==> src/rtl/rom_arbiter.sv <==
// Burst-read arbiter sharing one synchronous single-port ROM between PORTS requesters.
// Define ROM_ARB_PRIO_EN for fixed lowest-index-wins priority; round robin otherwise.
module rom_arbiter #(
    parameter  int unsigned WIDTH = 8,
    parameter  int unsigned DEPTH = 4096,
    parameter  int unsigned PORTS = 2,
    parameter  int unsigned LEN_W = 4,
    localparam int unsigned AW    = $clog2(DEPTH)
) (
    input  logic                   clk,
    input  logic                   rst,
    input  logic [PORTS-1:0]       req_stb,
    input  logic [PORTS*AW-1:0]    req_adr,
    input  logic [PORTS*LEN_W-1:0] req_len,
    output logic [PORTS-1:0]       req_ack,
    output logic [PORTS-1:0]       rsp_stb,
    input  logic [PORTS-1:0]       rsp_rdy,
    output logic [WIDTH-1:0]       rsp_dat,
    output logic                   rsp_lst,
    output logic                   rom_ren,
    output logic [AW-1:0]          rom_adr,
    input  logic [WIDTH-1:0]       rom_dat
);

    localparam int unsigned PW = (PORTS > 1) ? $clog2(PORTS) : 1;
    localparam int unsigned KW = PW + 1;

    localparam logic [1:0] S_IDLE  = 2'd0;
    localparam logic [1:0] S_BURST = 2'd1;
    localparam logic [1:0] S_DRAIN = 2'd2;

    logic [1:0]       state_q, state_d;
    logic [AW-1:0]    adr_q, adr_d;
    logic [LEN_W-1:0] cnt_q, cnt_d;
    logic [PW-1:0]    gnt_q, gnt_d;
    logic [PORTS-1:0] stb_q, stb_d;
    logic             lst_q, lst_d;

    logic             pick_vld;
    logic [PW-1:0]    pick_idx;
    logic             stall;
    logic             accept;

`ifndef ROM_ARB_PRIO_EN
    logic [PW-1:0]    ptr_q, ptr_d;
    logic [KW-1:0]    scan;
`endif

    // Grantee search: first requesting port in priority order
    always_comb begin
        pick_vld = 1'b0;
        pick_idx = '0;
`ifdef ROM_ARB_PRIO_EN
        for (int unsigned i = 0; i < PORTS; i++) begin
            if (!pick_vld && req_stb[PW'(i)]) begin
                pick_vld = 1'b1;
                pick_idx = PW'(i);
            end
        end
`else
        scan = '0;
        for (int unsigned i = 0; i < PORTS; i++) begin
            scan = {1'b0, ptr_q} + KW'(i);
            if (scan >= KW'(PORTS)) begin
                scan = scan - KW'(PORTS);
            end
            if (!pick_vld && req_stb[scan[PW-1:0]]) begin
                pick_vld = 1'b1;
                pick_idx = scan[PW-1:0];
            end
        end
`endif
    end

    // Next-state and combinational handshake outputs
    always_comb begin
        state_d = state_q;
        adr_d   = adr_q;
        cnt_d   = cnt_q;
        gnt_d   = gnt_q;
        stb_d   = stb_q;
        lst_d   = lst_q;
`ifndef ROM_ARB_PRIO_EN
        ptr_d   = ptr_q;
`endif
        req_ack = '0;
        rom_ren = 1'b0;
        stall   = stb_q[gnt_q] & ~rsp_rdy[gnt_q];
        accept  = stb_q[gnt_q] &  rsp_rdy[gnt_q];

        case (state_q)
            S_IDLE: begin
                if (pick_vld && !rst) begin
                    req_ack[pick_idx] = 1'b1;
                    adr_d   = req_adr[pick_idx*AW +: AW];
                    cnt_d   = req_len[pick_idx*LEN_W +: LEN_W];
                    gnt_d   = pick_idx;
                    state_d = S_BURST;
`ifndef ROM_ARB_PRIO_EN
                    ptr_d   = (pick_idx == PW'(PORTS-1)) ? '0 : pick_idx + PW'(1);
`endif
                end
            end
            S_BURST: begin
                // A read may replace the presented beat only once it is taken
                if (!stall) begin
                    rom_ren = 1'b1;
                    adr_d   = (adr_q == AW'(DEPTH-1)) ? '0 : adr_q + AW'(1);
                    cnt_d   = cnt_q - LEN_W'(1);
                    lst_d   = (cnt_q == '0);
                    stb_d   = '0;
                    stb_d[gnt_q] = 1'b1;
                    if (cnt_q == '0) begin
                        state_d = S_DRAIN;
                    end
                end else if (accept) begin
                    stb_d = '0;
                end
            end
            S_DRAIN: begin
                if (accept) begin
                    stb_d   = '0;
                    lst_d   = 1'b0;
                    state_d = S_IDLE;
                end
            end
            default: begin
                state_d = S_IDLE;
            end
        endcase
    end

    always_ff @(posedge clk or posedge rst) begin
        if (rst) begin
            state_q <= S_IDLE;
            adr_q   <= '0;
            cnt_q   <= '0;
            gnt_q   <= '0;
            stb_q   <= '0;
            lst_q   <= 1'b0;
`ifndef ROM_ARB_PRIO_EN
            ptr_q   <= '0;
`endif
        end else begin
            state_q <= state_d;
            adr_q   <= adr_d;
            cnt_q   <= cnt_d;
            gnt_q   <= gnt_d;
            stb_q   <= stb_d;
            lst_q   <= lst_d;
`ifndef ROM_ARB_PRIO_EN
            ptr_q   <= ptr_d;
`endif
        end
    end

    assign rsp_stb = stb_q;
    assign rsp_lst = lst_q;
    assign rom_adr = adr_q;
    assign rsp_dat = rom_dat;

endmodule

==> config.mk <==
export PLATFORM = sky130hd
export DESIGN_NAME = rom_arbiter
export DESIGN_NICKNAME = d
export VERILOG_FILES = /design/src/rtl/rom_arbiter.sv
export SDC_FILE = /design/constraint.sdc
export NUM_CORES = 1
export LEC_CHECK = 0
export CAP_MARGIN = 15
export CORE_AREA = 4 4 75 77
export CTS_BUF_LIST = sky130_fd_sc_hd__clkbuf_4 sky130_fd_sc_hd__clkbuf_8
export DETAILED_ROUTE_END_ITERATION = 16
export DIE_AREA = 0 0 79 81
export HOLD_SLACK_MARGIN = 0.08
export PLACE_DENSITY = 0.66
export SETUP_SLACK_MARGIN = 0.1
export SLEW_MARGIN = 20
export SYNTH_ARGS = -nofsm -noshare
export SYNTH_HDL_FRONTEND = slang
export SYNTH_SLANG_ARGS = --single-unit
==> constraint.sdc <==
create_clock -name clk -period 2 [get_ports clk]
set_input_delay 0.3 -clock clk [delete_from_list [all_inputs] [get_ports clk]]
set_output_delay 0.3 -clock clk [all_outputs]
set_load 0.03 [all_outputs]
# [Yosys cells after proc, flatten, opt, wreduce, memory -nomap -nowiden]
# Cells that the tools add are included.
[op_classes] n_addsub=6 mul=1 n_div=0 magnitude_cmp=8 n_eq_ne=7 n_shift=2 mux=41 bitwise_logic=3 reduce_logical=14
[ops] cell="12-bit two-way mux" n=3
[ops] cell="12-bit one-hot mux with 2 select lines" n=1
[ops] cell="24-bit by 6-bit variable part select with 12-bit output" n=1
[ops] cell="1-bit two-way mux" n=21
[ops] cell="2-bit two-way mux" n=8
[ops] cell="12-bit by 1-bit adder with 12-bit output (second input constant)" n=1
[ops] cell="12-bit equality test (second input constant)" n=1
[ops] cell="1-bit by 2-bit less-than comparator with 1-bit output (second input constant)" n=4
[ops] cell="4-bit two-way mux" n=2
[ops] cell="2-bit != test (second input constant)" n=4
[ops] cell="4-bit one-hot mux with 2 select lines" n=1
[ops] cell="8-bit by 4-bit variable part select with 4-bit output" n=1
[ops] cell="2-bit one-hot mux with 3 select lines" n=1
[ops] cell="3-bit AND reduction" n=2
[ops] cell="1-bit logical AND" n=4
[ops] cell="4-bit logical NOT" n=1
[ops] cell="2-bit one-hot mux with 2 select lines" n=1
[ops] cell="4-bit AND reduction" n=1
[ops] cell="2-bit nonzero test" n=2
[ops] cell="4-bit by 1-bit subtractor with 4-bit output (second input constant)" n=1
[ops] cell="1-bit by 2-bit multiplier with 3-bit output (second input constant)" n=1
[ops] cell="1-bit by 1-bit adder with 2-bit output (second input constant)" n=1
[ops] cell="1-bit AND" n=2
[ops] cell="1-bit demux with 1-bit select" n=2
[ops] cell="other kinds (12)" n=15
[word_totals] regBits=23 latch_bits=0 mem_bits_rw=0 romBits=0 in_bits=46 output_inout_bits=26 elab_cells=89 memories=0

# [Logic depth before layout (Yosys ltp)]
# Gate-level depths: netlist (run 1).
[logic_depth] word_depth=14 depth_mapped=8 mapped_depth_nobuf=7

# [Worst setup path after synthesis (run 1)]
# OpenSTA, ideal clock, no wires.
[synth_path] path_kind="register -> register" startpoint="register adr_q[0], in the netlist rom_adr[0]" endpoint="register adr_q[7], in the netlist rom_adr[7]" setup_ps=121 arrival_time_ps=1888 required_time_ps=1879 slack_ps=-9 path_stages_with_launch=6 path_buffers=0 period_less_slack_ps=2009 path_cell_list="dfrtp_1 > ha_1 > nand4_2 > o41ai_4 > o32ai_1 > a22o_1"
[synth_via] elab_chain_len=4 word_cells_on_any_way=5 classes_between="add/sub: 1; eq/ne: 1; mux: 3"
[synth_lines] item="from (decl)" line_no="33" rtl="logic [AW-1:0] adr_q, adr_d;"
[synth_lines] item="from (signal assigned)" line_no="146" rtl="adr_q <= adr_d;"
[synth_lines] item="12-bit by 1-bit adder with 12-bit output / 12-bit equality test (equally long branches)" line_no="108" rtl="adr_d = (adr_q == AW'(DEPTH-1)) ? '0 : adr_q + AW'(1);"
[synth_lines] item="12-bit two-way mux (*)" line_no="108"
[synth_lines] item="12-bit two-way mux (*)" line_no="106" rtl="if (!stall) begin"
[synth_lines] item="12-bit one-hot mux with 2 select lines (*)" line_no="91" rtl="case (state_q)"
# Mark *: on every way between the ends. The rest lies on a longest branch, timed or not. The select of a mux whose other input is x is not followed.
# A chain may end at the register's enable or synchronous reset.

# [Worst setup path in the final report (run 1)]
[layout_path] startpoint="register state_q[1]" endpoint="output rom_ren"
[layout_via] elab_chain_len=2
[layout_lines] item="from (decl)" line_no="32" rtl="logic [1:0] state_q, state_d;"
[layout_lines] item="from (signal assigned)" line_no="145" rtl="state_q <= state_d;"
[layout_lines] item="2-bit by 1-bit equality test with 1-bit output" line_no="91"
[layout_lines] item="1-bit two-way mux" line_no="91"
[layout_lines] item="to (decl)" line_no="20" rtl="output logic rom_ren,"
# No other way between the ends.

==> results of run 1 <==
==> flip-flops by register name, summed over array words and instances (netlist names) <==
register	count
rsp_stb	2
ptr_q	1
rsp_lst	1
gnt_q	1
rom_adr	12
cnt_q	4
state_q	2
==> final timing paths <==
| path | endpoint | slack (ps) | start |
|---|---|---|---|
| max in group asynchronous | gnt_q | 1340 | rst |
| hold reg to reg | rsp_lst | 530 | rsp_lst |
| setup / recovery | rom_ren | 150 | state_q[1] |
| setup reg to reg | state_q[0] | 210 | gnt_q |
| hold / removal | rom_adr[9] | 400 | rst |
| min in group clk | rsp_lst | 530 | rsp_lst |
==> layout by cell type, fill, tap and decap left out, drive strengths merged, types with 2 or more instances in the layout <==
cell type	count
o32ai	2
nand2b	6
o21a	3
clkdlybuf4s50	52
clkbuf	4
a22o	4
o22ai	2
dfrtp	23
a21o	2
o21ai	23
o211ai	3
buf	15
a21oi	11
nor2	11
nor3	4
nand2	14
ha	5
nor2b	2
nand4	2
mux2i	12
nand3	8
o22a	2
inv	13
a31oi	3
o221ai	3
mux2	6
==> worst min-delay path, stage by stage <==
cell and delay, ps:
clkdlybuf4s50_1 410, inv_1 60, buf_4 290
==> area by class of cell <==
cell class / instances / area, µm² / area share [%]
repair buffers: 67 / 661.9 / 27.35
well taps: 70 / 87.58 / 3.619
clock buffers: 4 / 48.80 / 2.017
inverters: 13 / 48.80 / 2.017
flip-flops and latches: 23 / 576.8 / 23.84
multi-input cells: 141 / 996.0 / 41.16
==> report_power, final <==
part           switching, µW  internal (µW)  total (µW)
sequential               240            706         946
combinational           1340           1140        2470
clock                    146            156         302
==> per-layer routing <==
metal  share of wire, %  wire, µm  global-route usage [%]  up-vias
li1                   -         -                       -      811
met1                 46      1978                   18.69      769
met2                 47      2030                   23.48       47
met3                6.7       289                   2.661        2
met4               0.76        33                   3.608        0
met5                  0         0                       0        -
==> what timing repair did <==
action,4_1_cts,5_1_grt
hold buffers,0,0
gates cloned,0,0
gates resized for setup,1,6
pin swaps,0,1
setup endpoints to repair,1,6
==> cell families (layout without fill, tap and decap cells) <==
logic type      after synthesis  count (layout)  synth area share, %
flops                        23              23                33.90
simple gates                 53              53                15.92
mux                          18              18                11.05
compound gates               65              65                26.97
buf+inv                      28              84                8.474
fa+ha+maj                     5               5                3.685
==> stage by stage <==
stage               total power [µW]  hold slack (ps)  util (%)  setup slack (ps)
floorplan                       2515            301.9         -             107.4
global placement                3349            506.9     46.88             77.40
detailed placement              3393            521.2     46.88             38.40
CTS                             3710            416.9     47.90             154.3
global route                    4045            464.8     48.30             80.74
finish                          3722            403.1     48.30             152.8
==> qor.yml, run 1 <==
nets: 300
synth-async-reset-ratio_pct: 100.0
slew_violations: 0
port_buffers: 55
crit_top_cell: "inv_1"
synth_cells: 192
clk_latency_ps: 260
setup_viol: 0
hold_class: "primary input to async pin"
fill_cells: 499
peakVddDrop_mv: 0.5943
critical-path-top-delay-family: "buffers and inverters"
vias: 1629
worst_path_largest_cell_delay_ps: 400
hold_viol_final: 0
syn_area_um2: 1698
synth-seq-area-share_pct: 33.90
dp.cells: 314
synth.distinct_cells: 46
post-synth-top-count-cell: "dfrtp_1"
cts_buffer_depth: 2
synth_area_leaders: "dfrtp_1, mux2i_1, o21ai_0"
yosys-top-cells-count: "dfrtp_1, o21ai_0, nand2_1"
grt_setup_unrepaired: "true"
die_w_um: 79
viasPerCell: 5.123
tns_ps: 0
cts_tree: "done"
grt_max_degree: 25
grt_first_pass_wirelength_um: 7272
dr.pass1.iters: 4
htree_levels: 1
cp.required_ps: 1700
period_needed_ps: 1847
wire_per_inst_um: 13.62
critPathBufInv: 3
power_density_nw_per_um2: 1538
syn_area_per_cell_um2: 8.843
syn-num-nets: 243
status: "complete, no violations"
place_area_um2: 2349
synth_top_area_share_pct: 33.90
relSlewSlack_pct: 77.46
cts-root-buf: "clkbuf_8"
finalWirelength_um: 4330
fp-row-count: 26
cp_max_fo: 7
startpoint_type: "register"
antenna_left: 0
crit_type: "register to output pin"
cp_slowest_cell: "dfrtp_1"
dp_hpwl_um: 3366
finalClockSkew_ps: 6.199
r2r_cells: 5
worstPathArrival_ps: 1550
route.detailed.drc: 0
io_pins: 72
drive_gt1_share_pct: 16.13
insertedDiodeCount: 0
dieArea_um2: 6399
cts_setup_buffers: 0
stdcell_count: 318
final_area_um2: 2420
gr-total-overflow: 0
cp_cell_sequence: "inv_1 -> ha_2 -> inv_1 -> nor2_1 -> buf_4"
power.leakage_uw: 0.001006
synth_area_leader_cell: "dfrtp_1"
drtIter0Drc: 110
areaGrowthSynthToFinish_pct: 42.52
post-route-period-util_pct: 92.36
path_clk_slew_ps: 80
core_area_um2: 5010
synth_edf_count: 0
die_h_um: 81
track_usage_pct: 14.04
max_slew.worst_pin.slew_ps: 336.6
initial_core_util_pct: 33.89
cp-end-kind: "output pin"
routabilityCongestion: 0.7637
ys.flop_type: "dfrtp_1"
clock.fmax_mhz: 541.3
grt_pass1_vias: 1589
ys_ff_latch: 23
cp.depth: 5
yosysWarnings: 0
cts_buffers: 3
maxCapViolations: 0
antenna_found_initial: 0
clock-sinks: 23
No activity file was read; power rests on OpenSTA's default activity.
==> run 2: changes to the inputs <==
--- a/config.mk
+++ b/config.mk
@@ -7,11 +7,10 @@
 export LEC_CHECK = 0
 export CAP_MARGIN = 15
-export CORE_AREA = 4 4 75 77
+export CORE_AREA = 4 4 68 85
 export CTS_BUF_LIST = sky130_fd_sc_hd__clkbuf_4 sky130_fd_sc_hd__clkbuf_8
 export DETAILED_ROUTE_END_ITERATION = 16
-export DIE_AREA = 0 0 79 81
+export DIE_AREA = 0 0 72 89
 export HOLD_SLACK_MARGIN = 0.08
-export PLACE_DENSITY = 0.66
-export SETUP_SLACK_MARGIN = 0.1
+export PLACE_DENSITY = 0.65
 export SLEW_MARGIN = 20
 export SYNTH_ARGS = -nofsm -noshare
==> constraint.sdc (replaced) <==
create_clock -name clk -period 2 [get_ports clk]
set_input_delay 0.4 -clock clk [delete_from_list [all_inputs] [get_ports clk]]
set_output_delay 0.4 -clock clk [all_outputs]
set_load 0.03 [all_outputs]
==> qor.yml, run 2 (synthesis gave the netlist of run 1 again) <==
clk_latency_ps: 270  # about the same
cp_max_fo: 3  # -4
antenna_left: 0  # unchanged
port_buffers: 55  # unchanged
cp-end-kind: "output pin"
regArea_um2: 575.6  # -0.22%
post-route-period-util_pct: 96.64  # +4.3 points
timing.rr.start: "state_q[1]"
finalWirelength_um: 4553  # +5.2%
nets: 309  # +3.0%
areaGrowthSynthToFinish_pct: 45.54
grt_first_pass_wirelength_um: 7652  # +5.2%
cts_tree: "done"
reg2reg_to: "cnt_q[2]"
power_density_nw_per_um2: 1545  # +0.47%
dieArea_um2: 6408  # +0.14%
hold_buffers: 0  # unchanged
crit_start: "req_stb[0]"
cts_buffers: 3  # unchanged
dp_hpwl_um: 3584  # +6.5%
peakVddDrop_mv: 0.8833  # +49%
period_needed_ps: 1933  # +85.53 ps
cp.required_ps: 1600  # -100 ps
r2r_cells: 6  # +1
setup_viol: 0  # unchanged
path_clk_slew_ps: 90  # about the same
die_h_um: 89  # +9.9%
slew_violations: 0  # unchanged
drive_gt1_share_pct: 18.68  # +2.5 points
route.detailed.drc: 0  # unchanged
wl_met2_um: 2394  # +18%
track_usage_pct: 14.82  # +0.78 points
cts-root-buf: "clkbuf_8"
initial_core_util_pct: 33.91  # about the same
timing.reg2reg.setup_slack_ps: 180  # -30 ps
gr-total-overflow: 0  # unchanged
io_pins: 72  # unchanged
drtIter0Drc: 115  # +4.5%
dr_wl_met3_um: 212  # -27%
htree_levels: 1  # unchanged
whs_ps: 496.7  # +93.60 ps
utilization_pct: 49.35  # +1.0 points
hold_class: "primary input to async pin"
relSlewSlack_pct: 76.97  # -0.49 points
die_w_um: 72  # -8.9%
clock.fmax_mhz: 517.4  # -4.4%
clock-sinks: 23  # unchanged
wire_per_inst_um: 14.27  # +4.8%
antenna_found_initial: 0  # unchanged
viasPerCell: 5.213  # +1.8%
cts_buffer_depth: 2  # unchanged
vias: 1663  # +2.1%
power.leakage_uw: 0.001046  # +3.9%
crit_type: "primary input to output pin"
max_slew.worst_pin.slew_ps: 342.8  # +6.207 ps
grt_pass1_vias: 1665  # +4.8%
maxCapViolations: 0  # unchanged
startpoint_type: "primary input"
fp-row-count: 29  # +12%
layout_commonest_cell: "clkdlybuf4s50_1"
routed.top_layer: "met4"
hold_viol_final: 0  # unchanged
final_cell_mix: "clkdlybuf4s50_1, dfrtp_1, buf_4, o21ai_0, nand2_1"
grt_max_degree: 24  # -4.0%
fill_cells: 508  # +1.8%
core_area_um2: 5007  # about the same
worstPathArrival_ps: 1530  # -20 ps
wl_met1_um: 1885  # -4.7%
largest_reg_flops: 12  # unchanged
insertedDiodeCount: 0  # unchanged
multi_input_area_um2: 1016  # +2.0%
finalClockSkew_ps: 1.268  # -4.931 ps
routabilityCongestion: 0.8052  # +5.4%
dr.pass1.iters: 4  # unchanged
status: "complete, no violations"
run 2: cell count changes in the layout (fill, tap and decap cells not counted):
cell      previous run  this run
buf_4               12        23
ha_2                 2         0
ha_4                 0         2
buf_12               2         0
nand2b_1             5         6
dfrtp_1             22        23
dfrtp_2              1         0
nand2b_2             1         0
nor2_2               1         2
nor2_1              10         9
run 2: per-layer routing:
metal	vias up	GRT usage [%]
li1	831	-
met1	775	17.74
met2	50	27.68
met3	7	1.800
met4	0	4.274
met5	-	0
run 2: worst max path at each step:
stage	to	cells past startpoint
after global placement	cnt_q[2]	6
after detailed placement	cnt_q[2]	6
after global routing	req_ack[0]	6
after floorplan	req_ack[0]	4
final	req_ack[0]	6
after CTS	req_ack[1]	5
run 2: what timing repair did:
item,CTS,global route
setup endpoints to repair,1,4
pin swaps,0,2
resized for setup,1,7
setup buffers,0,0
run 2: final cells by class:
class | count | area share, %
Timing Repair Buffer | 76 | 28.51
Inverter | 13 | 1.975
Multi-Input combinational cell | 141 | 41.11
Tap cell | 62 | 3.139
Clock buffer | 4 | 1.975
Sequential cell | 23 | 23.29
run 2: per-stage QoR:
| stage | TNS, ps | std cells | cell area (µm²) | setup WS, ps | total power (µW) |
|---|---|---|---|---|---|
| global placement | -63.73 | 315 | 2381 | -36.84 | 3390 |
| global route | -5.265 | 319 | 2471 | -5.265 | 4147 |
| finish | 0 | 319 | 2471 | 67.23 | 3819 |
| CTS | 0 | 319 | 2432 | 15.40 | 3771 |
| detailed placement | -424.1 | 315 | 2381 | -105.6 | 3448 |
| floorplan | 0 | 192 | 1698 | 96.53 | 2515 |
run 2: power by group:
group / internal, µW / total, µW / leakage (µW) / switching (µW)
sequential: 703 / 940 / 0.000275 / 237
combinational: 1200 / 2560 / 0.000744 / 1360
clock: 156 / 320 / 0.0000262 / 164
total: 2060 / 3820 / 0.00105 / 1760
run 2: worst max-delay path: stages:
cell             delay [ps]
clkdlybuf4s50_1         480
inv_1                    50
o21ai_2                 170
buf_4                   150
nor2b_1                 120
buf_4                   160
==> run 3: changes to the inputs <==
- ABC_CLOCK_PERIOD_IN_PS: unset -> 2000
==> results of run 3 <==
Final layout, timing and power as in run 2 (identical DEF).
